==> config.mk <==
export PLATFORM = sky130hd
export DESIGN_NAME = mips_pipe_ctrl
export DESIGN_NICKNAME = d
export VERILOG_FILES = /design/src/rtl/mips_pkg.sv /design/src/rtl/mips_hazard_unit.sv /design/src/rtl/mips_pipe_ctrl.sv
export SDC_FILE = /design/constraint.sdc
export NUM_CORES = 1
export LEC_CHECK = 0
export ABC_CLOCK_PERIOD_IN_PS = 2750
export BUFFER_PORTS_ARGS = -buffer_cell sky130_fd_sc_hd__buf_2
export CAP_MARGIN = 20
export CORE_MARGIN = 3
export CORE_UTILIZATION = 49
export DETAILED_ROUTE_END_ITERATION = 10
export PLACE_DENSITY = 0.81
export SKIP_LAST_GASP = 1
export SLEW_MARGIN = 20
export SYNTH_ARGS = -nofsm -noshare
export SYNTH_HDL_FRONTEND = slang
export SYNTH_SLANG_ARGS = --single-unit
==> constraint.sdc <==
create_clock -name i_clk -period 2.75 [get_ports i_clk]
set_clock_uncertainty 0.2 [all_clocks]
set_input_delay 0.1375 -clock i_clk [delete_from_list [all_inputs] [get_ports i_clk]]
set_output_delay 0.1375 -clock i_clk [all_outputs]
set_load 0.01 [all_outputs]
==> src/rtl/mips_pkg.sv <==
// Shared encodings for the pipeline controller: forwarding selects and
// FSM state codes.
package mips_pkg;

  // ALU operand source selects
  localparam logic [1:0] FWD_RF    = 2'b00;
  localparam logic [1:0] FWD_EXMEM = 2'b01;
  localparam logic [1:0] FWD_MEMWB = 2'b10;

  // Controller FSM state codes
  localparam logic [0:0] ST_RUN  = 1'b0;
  localparam logic [0:0] ST_HALT = 1'b1;

  // Priority pick of a forwarding source: the younger EX/MEM result wins
  function automatic logic [1:0] fwd_pick(input logic hit_exmem, input logic hit_memwb);
    logic [1:0] sel;
    sel = FWD_RF;
    if (hit_exmem) begin
      sel = FWD_EXMEM;
    end else if (hit_memwb) begin
      sel = FWD_MEMWB;
    end
    return sel;
  endfunction

endpackage

==> src/rtl/mips_hazard_unit.sv <==
// Combinational hazard detection and operand forwarding.
// Build option: MIPS_PIPE_FWD_EN enables forwarding; without it every RAW
// against an in-flight writer in ID/EX or EX/MEM stalls instead.
module mips_hazard_unit
  import mips_pkg::*;
#(
  parameter int NB_REG = 5
) (
  input  logic [NB_REG-1:0] i_id_rs,
  input  logic [NB_REG-1:0] i_id_rt,
  input  logic              i_id_use_rs,
  input  logic              i_id_use_rt,
  input  logic              i_idex_valid,
  input  logic [NB_REG-1:0] i_idex_rs,
  input  logic [NB_REG-1:0] i_idex_rt,
  input  logic [NB_REG-1:0] i_idex_rd,
  input  logic              i_idex_reg_write,
  input  logic              i_idex_mem_read,
  input  logic              i_exmem_valid,
  input  logic [NB_REG-1:0] i_exmem_rd,
  input  logic              i_exmem_reg_write,
  input  logic              i_memwb_valid,
  input  logic [NB_REG-1:0] i_memwb_rd,
  input  logic              i_memwb_reg_write,
  input  logic              i_ex_branch_taken,
  output logic              o_bubble,
  output logic              o_hold,
  output logic              o_flush,
  output logic [1:0]        o_fwd_a,
  output logic [1:0]        o_fwd_b
);

  logic idex_wr;
  logic exmem_wr;
  logic memwb_wr;
  logic idex_hits_id;
  logic exmem_hits_id;
  logic load_use;
  logic raw_stall;
  logic stall;

  // Which stages hold an instruction that will really write a register
  always_comb begin
    idex_wr  = i_idex_valid  & i_idex_reg_write  & (i_idex_rd  != '0);
    exmem_wr = i_exmem_valid & i_exmem_reg_write & (i_exmem_rd != '0);
    memwb_wr = i_memwb_valid & i_memwb_reg_write & (i_memwb_rd != '0);
  end

  // Source-match of the instruction sitting in ID against later stages
  always_comb begin
    idex_hits_id  = (i_id_use_rs & (i_idex_rd == i_id_rs)) |
                    (i_id_use_rt & (i_idex_rd == i_id_rt));
    exmem_hits_id = (i_id_use_rs & (i_exmem_rd == i_id_rs)) |
                    (i_id_use_rt & (i_exmem_rd == i_id_rt));
    load_use      = i_idex_valid & i_idex_mem_read & (i_idex_rd != '0) & idex_hits_id;
  end

`ifdef MIPS_PIPE_FWD_EN
  // Forward to the EX operands from EX/MEM first, then MEM/WB
  always_comb begin
    raw_stall = 1'b0;
    o_fwd_a   = fwd_pick(exmem_wr & (i_exmem_rd == i_idex_rs),
                         memwb_wr & (i_memwb_rd == i_idex_rs));
    o_fwd_b   = fwd_pick(exmem_wr & (i_exmem_rd == i_idex_rt),
                         memwb_wr & (i_memwb_rd == i_idex_rt));
  end
`else
  logic unused_fwd_srcs;

  // No bypass paths: wait until the producer reaches MEM/WB (write-first RF)
  always_comb begin
    raw_stall       = (idex_wr & idex_hits_id) | (exmem_wr & exmem_hits_id);
    o_fwd_a         = FWD_RF;
    o_fwd_b         = FWD_RF;
    unused_fwd_srcs = ^{i_idex_rs, i_idex_rt, memwb_wr};
  end
`endif

  // A taken branch squashes ID and overrides any stall request
  always_comb begin
    stall    = load_use | raw_stall;
    o_flush  = i_ex_branch_taken;
    o_bubble = i_ex_branch_taken | stall;
    o_hold   = stall & ~i_ex_branch_taken;
  end

endmodule

==> src/rtl/mips_pipe_ctrl.sv <==
// Pipeline control for a 5-stage MIPS: ID/EX, EX/MEM, MEM/WB control
// registers, run/halt FSM, advanced-cycle counter and step-mode gating.
// Build option: MIPS_PIPE_FWD_EN selects forwarding over RAW stalling
// inside mips_hazard_unit.
//
// state   | meaning
// --------+-----------------------------------------------------------
// ST_RUN  | pipeline advances when enabled (and stepped in step mode)
// ST_HALT | a HALT retired into MEM/WB; frozen until reset
module mips_pipe_ctrl
  import mips_pkg::*;
#(
  parameter int NB_DATA = 32,
  parameter int NB_REG  = 5,
  parameter int NB_CNT  = 32
) (
  input  logic               i_clk,
  input  logic               i_reset,
  input  logic               i_enable,
  input  logic               i_mode_step,
  input  logic               i_step,
  input  logic               i_id_valid,
  input  logic [NB_REG-1:0]  i_id_rs,
  input  logic [NB_REG-1:0]  i_id_rt,
  input  logic [NB_REG-1:0]  i_id_rd,
  input  logic               i_id_use_rs,
  input  logic               i_id_use_rt,
  input  logic               i_id_reg_write,
  input  logic               i_id_mem_read,
  input  logic               i_id_halt,
  input  logic               i_ex_branch_taken,
  input  logic [NB_DATA-1:0] i_ex_alu_result,
  input  logic [NB_DATA-1:0] i_mem_read_data,
  output logic               o_pc_write,
  output logic               o_ifid_write,
  output logic               o_ifid_flush,
  output logic [1:0]         o_fwd_a,
  output logic [1:0]         o_fwd_b,
  output logic [NB_DATA-1:0] o_exmem_alu,
  output logic               o_wb_reg_write,
  output logic [NB_REG-1:0]  o_wb_addr,
  output logic [NB_DATA-1:0] o_wb_data,
  output logic               o_halted,
  output logic [NB_CNT-1:0]  o_cycle_count
);

  logic [0:0]         state_q,           state_d;
  logic [NB_CNT-1:0]  cnt_q,             cnt_d;

  logic               idex_valid_q,      idex_valid_d;
  logic [NB_REG-1:0]  idex_rs_q,         idex_rs_d;
  logic [NB_REG-1:0]  idex_rt_q,         idex_rt_d;
  logic [NB_REG-1:0]  idex_rd_q,         idex_rd_d;
  logic               idex_reg_write_q,  idex_reg_write_d;
  logic               idex_mem_read_q,   idex_mem_read_d;
  logic               idex_halt_q,       idex_halt_d;

  logic               exmem_valid_q,     exmem_valid_d;
  logic [NB_REG-1:0]  exmem_rd_q,        exmem_rd_d;
  logic               exmem_reg_write_q, exmem_reg_write_d;
  logic               exmem_mem_read_q,  exmem_mem_read_d;
  logic               exmem_halt_q,      exmem_halt_d;
  logic [NB_DATA-1:0] exmem_alu_q,       exmem_alu_d;

  logic               memwb_valid_q,     memwb_valid_d;
  logic [NB_REG-1:0]  memwb_rd_q,        memwb_rd_d;
  logic               memwb_reg_write_q, memwb_reg_write_d;
  logic               memwb_mem_read_q,  memwb_mem_read_d;
  logic               memwb_halt_q,      memwb_halt_d;
  logic [NB_DATA-1:0] memwb_data_q,      memwb_data_d;

  logic adv;
  logic bubble;
  logic hold;
  logic flush;
  logic unused_memwb;

  mips_hazard_unit #(
    .NB_REG (NB_REG)
  ) u_hazard (
    .i_id_rs           (i_id_rs),
    .i_id_rt           (i_id_rt),
    .i_id_use_rs       (i_id_use_rs),
    .i_id_use_rt       (i_id_use_rt),
    .i_idex_valid      (idex_valid_q),
    .i_idex_rs         (idex_rs_q),
    .i_idex_rt         (idex_rt_q),
    .i_idex_rd         (idex_rd_q),
    .i_idex_reg_write  (idex_reg_write_q),
    .i_idex_mem_read   (idex_mem_read_q),
    .i_exmem_valid     (exmem_valid_q),
    .i_exmem_rd        (exmem_rd_q),
    .i_exmem_reg_write (exmem_reg_write_q),
    .i_memwb_valid     (memwb_valid_q),
    .i_memwb_rd        (memwb_rd_q),
    .i_memwb_reg_write (memwb_reg_write_q),
    .i_ex_branch_taken (i_ex_branch_taken),
    .o_bubble          (bubble),
    .o_hold            (hold),
    .o_flush           (flush),
    .o_fwd_a           (o_fwd_a),
    .o_fwd_b           (o_fwd_b)
  );

  // Pipeline advance qualifier and front-end enables
  always_comb begin
    adv            = i_enable & (state_q == ST_RUN) & (~i_mode_step | i_step);
    o_pc_write     = adv & ~hold;
    o_ifid_write   = adv & ~hold;
    o_ifid_flush   = adv & flush;
    o_exmem_alu    = exmem_alu_q;
    o_wb_reg_write = memwb_valid_q & memwb_reg_write_q & (memwb_rd_q != '0) & adv;
    o_wb_addr      = memwb_rd_q;
    o_wb_data      = memwb_data_q;
    o_halted       = (state_q == ST_HALT);
    o_cycle_count  = cnt_q;
    unused_memwb   = ^{memwb_mem_read_q, memwb_halt_q};
  end

  // Next-state for pipeline registers, FSM and counter
  always_comb begin
    state_d           = state_q;
    cnt_d             = cnt_q;
    idex_valid_d      = idex_valid_q;
    idex_rs_d         = idex_rs_q;
    idex_rt_d         = idex_rt_q;
    idex_rd_d         = idex_rd_q;
    idex_reg_write_d  = idex_reg_write_q;
    idex_mem_read_d   = idex_mem_read_q;
    idex_halt_d       = idex_halt_q;
    exmem_valid_d     = exmem_valid_q;
    exmem_rd_d        = exmem_rd_q;
    exmem_reg_write_d = exmem_reg_write_q;
    exmem_mem_read_d  = exmem_mem_read_q;
    exmem_halt_d      = exmem_halt_q;
    exmem_alu_d       = exmem_alu_q;
    memwb_valid_d     = memwb_valid_q;
    memwb_rd_d        = memwb_rd_q;
    memwb_reg_write_d = memwb_reg_write_q;
    memwb_mem_read_d  = memwb_mem_read_q;
    memwb_halt_d      = memwb_halt_q;
    memwb_data_d      = memwb_data_q;
    if (adv) begin
      cnt_d = cnt_q + NB_CNT'(1);
      if (bubble) begin
        idex_valid_d     = 1'b0;
        idex_rs_d        = '0;
        idex_rt_d        = '0;
        idex_rd_d        = '0;
        idex_reg_write_d = 1'b0;
        idex_mem_read_d  = 1'b0;
        idex_halt_d      = 1'b0;
      end else begin
        idex_valid_d     = i_id_valid;
        idex_rs_d        = i_id_rs;
        idex_rt_d        = i_id_rt;
        idex_rd_d        = i_id_rd;
        idex_reg_write_d = i_id_reg_write;
        idex_mem_read_d  = i_id_mem_read;
        idex_halt_d      = i_id_halt;
      end
      exmem_valid_d     = idex_valid_q;
      exmem_rd_d        = idex_rd_q;
      exmem_reg_write_d = idex_reg_write_q;
      exmem_mem_read_d  = idex_mem_read_q;
      exmem_halt_d      = idex_halt_q;
      exmem_alu_d       = i_ex_alu_result;
      memwb_valid_d     = exmem_valid_q;
      memwb_rd_d        = exmem_rd_q;
      memwb_reg_write_d = exmem_reg_write_q;
      memwb_mem_read_d  = exmem_mem_read_q;
      memwb_halt_d      = exmem_halt_q;
      memwb_data_d      = exmem_mem_read_q ? i_mem_read_data : exmem_alu_q;
      if (exmem_valid_q & exmem_halt_q) begin
        state_d = ST_HALT;
      end
    end
  end

  // State registers, cleared asynchronously so reset drops in-flight work
  always_ff @(posedge i_clk or negedge i_reset) begin
    if (!i_reset) begin
      state_q           <= ST_RUN;
      cnt_q             <= '0;
      idex_valid_q      <= 1'b0;
      idex_rs_q         <= '0;
      idex_rt_q         <= '0;
      idex_rd_q         <= '0;
      idex_reg_write_q  <= 1'b0;
      idex_mem_read_q   <= 1'b0;
      idex_halt_q       <= 1'b0;
      exmem_valid_q     <= 1'b0;
      exmem_rd_q        <= '0;
      exmem_reg_write_q <= 1'b0;
      exmem_mem_read_q  <= 1'b0;
      exmem_halt_q      <= 1'b0;
      exmem_alu_q       <= '0;
      memwb_valid_q     <= 1'b0;
      memwb_rd_q        <= '0;
      memwb_reg_write_q <= 1'b0;
      memwb_mem_read_q  <= 1'b0;
      memwb_halt_q      <= 1'b0;
      memwb_data_q      <= '0;
    end else begin
      state_q           <= state_d;
      cnt_q             <= cnt_d;
      idex_valid_q      <= idex_valid_d;
      idex_rs_q         <= idex_rs_d;
      idex_rt_q         <= idex_rt_d;
      idex_rd_q         <= idex_rd_d;
      idex_reg_write_q  <= idex_reg_write_d;
      idex_mem_read_q   <= idex_mem_read_d;
      idex_halt_q       <= idex_halt_d;
      exmem_valid_q     <= exmem_valid_d;
      exmem_rd_q        <= exmem_rd_d;
      exmem_reg_write_q <= exmem_reg_write_d;
      exmem_mem_read_q  <= exmem_mem_read_d;
      exmem_halt_q      <= exmem_halt_d;
      exmem_alu_q       <= exmem_alu_d;
      memwb_valid_q     <= memwb_valid_d;
      memwb_rd_q        <= memwb_rd_d;
      memwb_reg_write_q <= memwb_reg_write_d;
      memwb_mem_read_q  <= memwb_mem_read_d;
      memwb_halt_q      <= memwb_halt_d;
      memwb_data_q      <= memwb_data_d;
    end
  end

endmodule
Yosys cells after proc, flatten, opt, wreduce, memory -nomap -nowiden
Index checks and enable logic that the tools add are counted.
{"block": "op_classes", "eq_ne": 4, "n_addsub": 1, "bitwise": 32, "reduce_logical": 4, "n_mux": 6}
{"operator": "adder 32 x 1 -> 32 bit (second input constant)", "n": 1}
{"operator": "two-way mux 32 bit", "n": 1}
{"operator": "AND 1 bit", "n": 22}
{"operator": "equality test 5 bit", "n": 4}
{"operator": "nonzero test 5 bit", "n": 3}
{"operator": "OR 1 bit", "n": 6}
{"operator": "two-way mux 5 bit", "n": 1}
{"operator": "two-way mux 1 bit", "n": 4}
{"operator": "NOT 1 bit", "n": 4}
{"operator": "AND reduction 2 bit", "n": 1}
{"block": "totals", "output_inout_bits": 110, "regBits": 122, "wordCells": 64, "inputBits": 91}

Depth between registers and ports, before layout
{"block": "depth", "depth_word": 9, "ltp_mapped": 6, "ltp_nobuf": 6}

Modules after synthesis
Synthesis repeated with hierarchy kept, for this count alone.
{"block": "hier_totals", "hier_cells": 623, "area_unflattened_um2": 6129.6}
{"mod": "mips_pipe_ctrl", "cells_each": 578, "area_per_inst_um2": 5803.1, "n_inst": 1, "seq_area_each_um2": 3303.2}
{"mod": "mips_hazard_unit", "cells_each": 45, "area_per_inst_um2": 326.6, "n_inst": 1, "seq_area_each_um2": 0.0}

Least setup slack after synthesis
OpenSTA, ideal clock, no wires.
{"block": "synth_path", "path_type": "register -> register", "startpoint": "register cnt_q[0] (netlist: o_cycle_count[0])", "endpoint": "register cnt_q[24] (netlist: o_cycle_count[24])", "stages_incl_launch_ff": 7, "n_path_buf": 0, "setup_ns": 0.126, "arrival_ns": 1.639, "t_required_ns": 2.424, "path_slack_ns": 0.785, "period_less_slack_ns": 1.965, "cell_sequence": "dfrtp_1 ha_1 and2_1 nand4_1 nor4_1 nand3_1 xnor2_1"}
{"block": "synth_via", "elab_chain_len": 1}
{"item": "start, declared", "line_no": "mips_pipe_ctrl.sv:48", "text": "logic [NB_CNT-1:0] cnt_q, cnt_d;"}
{"item": "start signal, assigned", "line_no": "mips_pipe_ctrl.sv:206", "text": "cnt_q <= cnt_d;"}
{"item": "adder 32 x 1 -> 32 bit", "line_no": "mips_pipe_ctrl.sv:144", "text": "cnt_d = cnt_q + NB_CNT'(1);"}
No other way between the ends.
A chain may end at the register's enable or synchronous reset.

Final worst setup path
{"block": "layout_path", "startpoint": "register exmem_rd_q[1]", "endpoint": "register idex_rd_q[1]"}
{"block": "layout_via", "elab_chain_len": 8, "elab_cells_between_ends": 12, "cone_classes": "eq/ne: 2; mux: 1; bitwise: 8; reduce/logical: 1"}
{"item": "start, declared", "line_no": "mips_pipe_ctrl.sv:59", "text": "logic [NB_REG-1:0] exmem_rd_q, exmem_rd_d;"}
{"item": "start signal, assigned", "line_no": "mips_pipe_ctrl.sv:215", "text": "exmem_rd_q <= exmem_rd_d;"}
{"item": "equality test 5 bit, on equally long branches", "line_no": "mips_hazard_unit.sv:53, mips_hazard_unit.sv:54"}
{"item": "AND 1 bit, on equally long branches", "line_no": "mips_hazard_unit.sv:53, mips_hazard_unit.sv:54"}
{"item": "OR 1 bit", "line_no": "mips_hazard_unit.sv:53", "text": "exmem_hits_id = (i_id_use_rs & (i_exmem_rd == i_id_rs)) |"}
{"item": "AND 1 bit *", "line_no": "mips_hazard_unit.sv:72", "text": "raw_stall = (idex_wr & idex_hits_id) | (exmem_wr & exmem_hits_id);"}
{"item": "OR 1 bit *", "line_no": "mips_hazard_unit.sv:72"}
{"item": "OR 1 bit *", "line_no": "mips_hazard_unit.sv:81", "text": "stall = load_use | raw_stall;"}
{"item": "OR 1 bit *", "line_no": "mips_hazard_unit.sv:83", "text": "o_bubble = i_ex_branch_taken | stall;"}
{"item": "two-way mux 5 bit *", "line_no": "mips_pipe_ctrl.sv:145", "text": "if (bubble) begin"}
{"item": "end signal, assigned", "line_no": "mips_pipe_ctrl.sv:210", "text": "idex_rd_q <= idex_rd_d;"}
{"item": "end, declared", "line_no": "mips_pipe_ctrl.sv:53", "text": "logic [NB_REG-1:0] idex_rd_q, idex_rd_d;"}
Every way passes the cells marked *; elsewhere a longest branch is shown, timed or not.

==> flow_summary.json <==
{
  "status": "finished, final reports clean",
  "grt_max_degree": 68,
  "worstReg2RegStart": "exmem_rd_q[1]$_DFFE_PN0P_",
  "ir_drop_uv": 465,
  "startpoint": "exmem_rd_q[1]$_DFFE_PN0P_",
  "first_pass_iters": 6,
  "htree_levels": 4,
  "p_comb_frac": 0.329,
  "path_clk_slew_ps": 60,
  "synth_top_area_share": 0.561,
  "yosys_most_used_dff": "dfrtp_1",
  "cp.required_ps": 3000,
  "die_y_um": 111,
  "maxClockFrequency_ghz": 0.379,
  "cts_resized": 0,
  "place_congestion": 0.908,
  "seqCellArea_mm2": 0.00305,
  "wl_per_cell_um": 17.2,
  "crit_path_end_kind": "flop",
  "slew_viol_final": 0,
  "drive_gt1_frac": 0.287,
  "drtIter0Drc": 358,
  "synth.most_common_cell": "nand2_1",
  "place.detailed.hpwl_um": 10600,
  "vias": 5179,
  "die_area_mm2": 0.0124,
  "tns_ps": 0,
  "cts_sinks": 122,
  "grt-ovfl-total": 0,
  "via_per_inst": 5.30,
  "remaining_drc_errors": 0,
  "p_seq_frac": 0.392,
  "synth_warnings": 0,
  "clockPowerShare": 0.279,
  "synth_area_leaders": "dfrtp_1 (56%), nand2_1 (13%), xnor2_1 (6.3%), mux2i_1 (5.9%), o21ai_0 (3.0%)",
  "crit_path_start_kind": "flop",
  "grt_pass1_vias": 5516,
  "arrival_ps": 2880,
  "yosys-top-cells-count": "nand2_1 (192), dfrtp_1 (122), xnor2_1 (39), o21ai_0 (33), mux2i_1 (32)",
  "setup_viol": 0,
  "cellPowerDensity_mw_per_mm2": 980,
  "switchingPower_mw": 2.80,
  "final.fill_count": 674,
  "clk_path_buf_depth": 2,
  "grt_pass1_wl_um": 27600,
  "die_w_um": 111,
  "area_delta_synth_final_pct": 47.7,
  "fin_area_mm2": 0.00803,
  "synth-edff-count": 0,
  "synth.distinct_cells": 37,
  "fin_nets": 918,
  "fin_crit_ps": 2640,
  "async_flop_share": 1.00,
  "internal-power_mw": 5.07,
  "syn_avg_cell_area_um2": 9.96,
  "worst-path-max-fanout": 9,
  "synth_seq_cells": 122,
  "p_sw_frac": 0.355,
  "initial_utilization": 0.515,
  "wirelength_um": 16800,
  "gr-usage-all-layers": 0.278,
  "fin_util": 0.761,
  "multiInputGateArea_mm2": 0.00226,
  "period_share": 0.959,
  "synth_cells": 546,
  "yosysSeqAreaShare": 0.561,
  "numCtsBuffers": 17,
  "core-area_mm2": 0.0106,
  "leakage_nw": 4.11,
  "maxCapViolCount": 0,
  "rsz0062_at_grt": "false",
  "max-slew-margin-rel": 0.482,
  "worstSkewPairLatency_ps": 510,
  "netlist_area_mm2": 0.00544,
  "num_io_pins": 201,
  "root_buffer": "clkbuf_8",
  "yosys.area.top_type": "dfrtp_1",
  "grt_antenna_before_repair": 3,
  "rows": 37,
  "tightest_slew_ps": 778,
  "port-buffer-count": 196,
  "hold_path.class": "primary input to async pin",
  "rrSetupSlack_ps": 110,
  "critical_path_class": "flop to flop",
  "post_dp_cell_area_mm2": 0.00658,
  "cts_tree": "done",
  "ant_nets": 0,
  "hold_viol_final": 0
}
[final timing paths]
| path | to | cells past startpoint |
|---|---|---|
| setup / recovery | idex_rd_q[1]$_DFFE_PN0P_ | 5 |
| hold / removal | o_exmem_alu[3]$_DFFE_PN0P_ | 2 |
| setup reg to reg | idex_rd_q[1]$_DFFE_PN0P_ | 5 |
| hold reg to reg | o_wb_data[13]$_DFFE_PN0P_ | 2 |
| max in group asynchronous | exmem_mem_read_q$_DFFE_PN0P_ | 3 |
| min in group i_clk | o_cycle_count[4]$_DFFE_PN0P_ | 4 |
[cell usage in the layout, fill, tap and decap left out, drive strengths merged, types with 2 or more instances in the layout]
cell type    synthesis  final
nor3                 5      5
buf                 10    201
and2                 2      2
nand2              192    192
a22o                 9      9
o21ai               33     33
clkbuf              19     24
xnor2               39     39
and4                 4      4
bufinv               0      3
a21oi                2      2
nand3               14     14
o22ai                2      2
diode                0      3
xor2                12     12
and3                 3      3
nor2                13     13
inv                  4      4
conb                 1      4
nor2b                2      2
mux2i               32     32
dfrtp              122    122
or3                  2      2
nand4                9      9
clkinv               0      4
nand2b               3      3
nor4                 4      4
dlygate4sd3          0     86
[state kept, by name, summed over array words and instances (netlist names), 5 cells and up]
signal,flops
exmem_rd_q,5
idex_rd_q,5
o_cycle_count,32
o_exmem_alu,32
o_wb_addr,5
o_wb_data,32
[per-layer routing]
layer / global-route usage / routed length [µm] / up-vias
li1: - / - / 2364
met5: 0 / 0 / -
met2: 0.480 / 8570 / 249
met1: 0.312 / 6390 / 2494
met3: 0.0630 / 1020 / 72
met4: 0.168 / 814 / 0
[power by group through the flow]
stage	clock network [mW]	logic [mW]	registers, mW
global route	2.31	2.84	3.17
finish	2.20	2.59	3.09
detailed placement	0	2.37	3.08
global placement	0	2.30	3.03
CTS	2.23	2.55	3.05
floorplan	0	1.19	3.17
[cell families after synthesis]
group           count (synthesis)  share of synthesized area
fa+ha+maj                       1                    0.00230
buf+inv                        33                     0.0271
xor+xnor                       51                     0.0821
compound gates                 51                     0.0621
mux                            32                     0.0589
flops                         122                      0.561
simple gates                  255                      0.205
other cells                     1                   0.000689
[stage by stage]
| step | total power, mW | hold WS (ps) | setup slack, ps | instances |
|---|---|---|---|---|
| after global routing | 8.33 | 105 | 6.43 | 978 |
| after CTS | 7.83 | 34.2 | 143 | 975 |
| after global placement | 5.34 | 43.2 | 640 | 857 |
| final | 7.87 | 37.4 | 113 | 978 |
| after detailed placement | 5.45 | 46.7 | 522 | 857 |
| after floorplan | 4.36 | -358 | 785 | 549 |
[what timing repair did]
action / in CTS / in global routing
hold endpoints to repair: 199 / 0
setup buffers: 0 / 0
setup endpoints to repair: 0 / 1
hold buffers: 86 / 0
[cell type report]
class	instances	area share
repair buffers	287	0.241
well taps	136	0.0212
clock inverters	8	0.0146
multi-input cells	394	0.282
inverters	4	0.00187
diodes	3	0.000935
clock buffers	24	0.0586
flip-flops and latches	122	0.380
[worst max-delay path, stage by stage (launching register included)]
cell,delay [ps]
dfrtp_1,430
or3_1,390
o311a_4,330
a221oi_4,440
a22o_1,220
dlygate4sd3_1,560
Power figures use the tool's default switching activity.
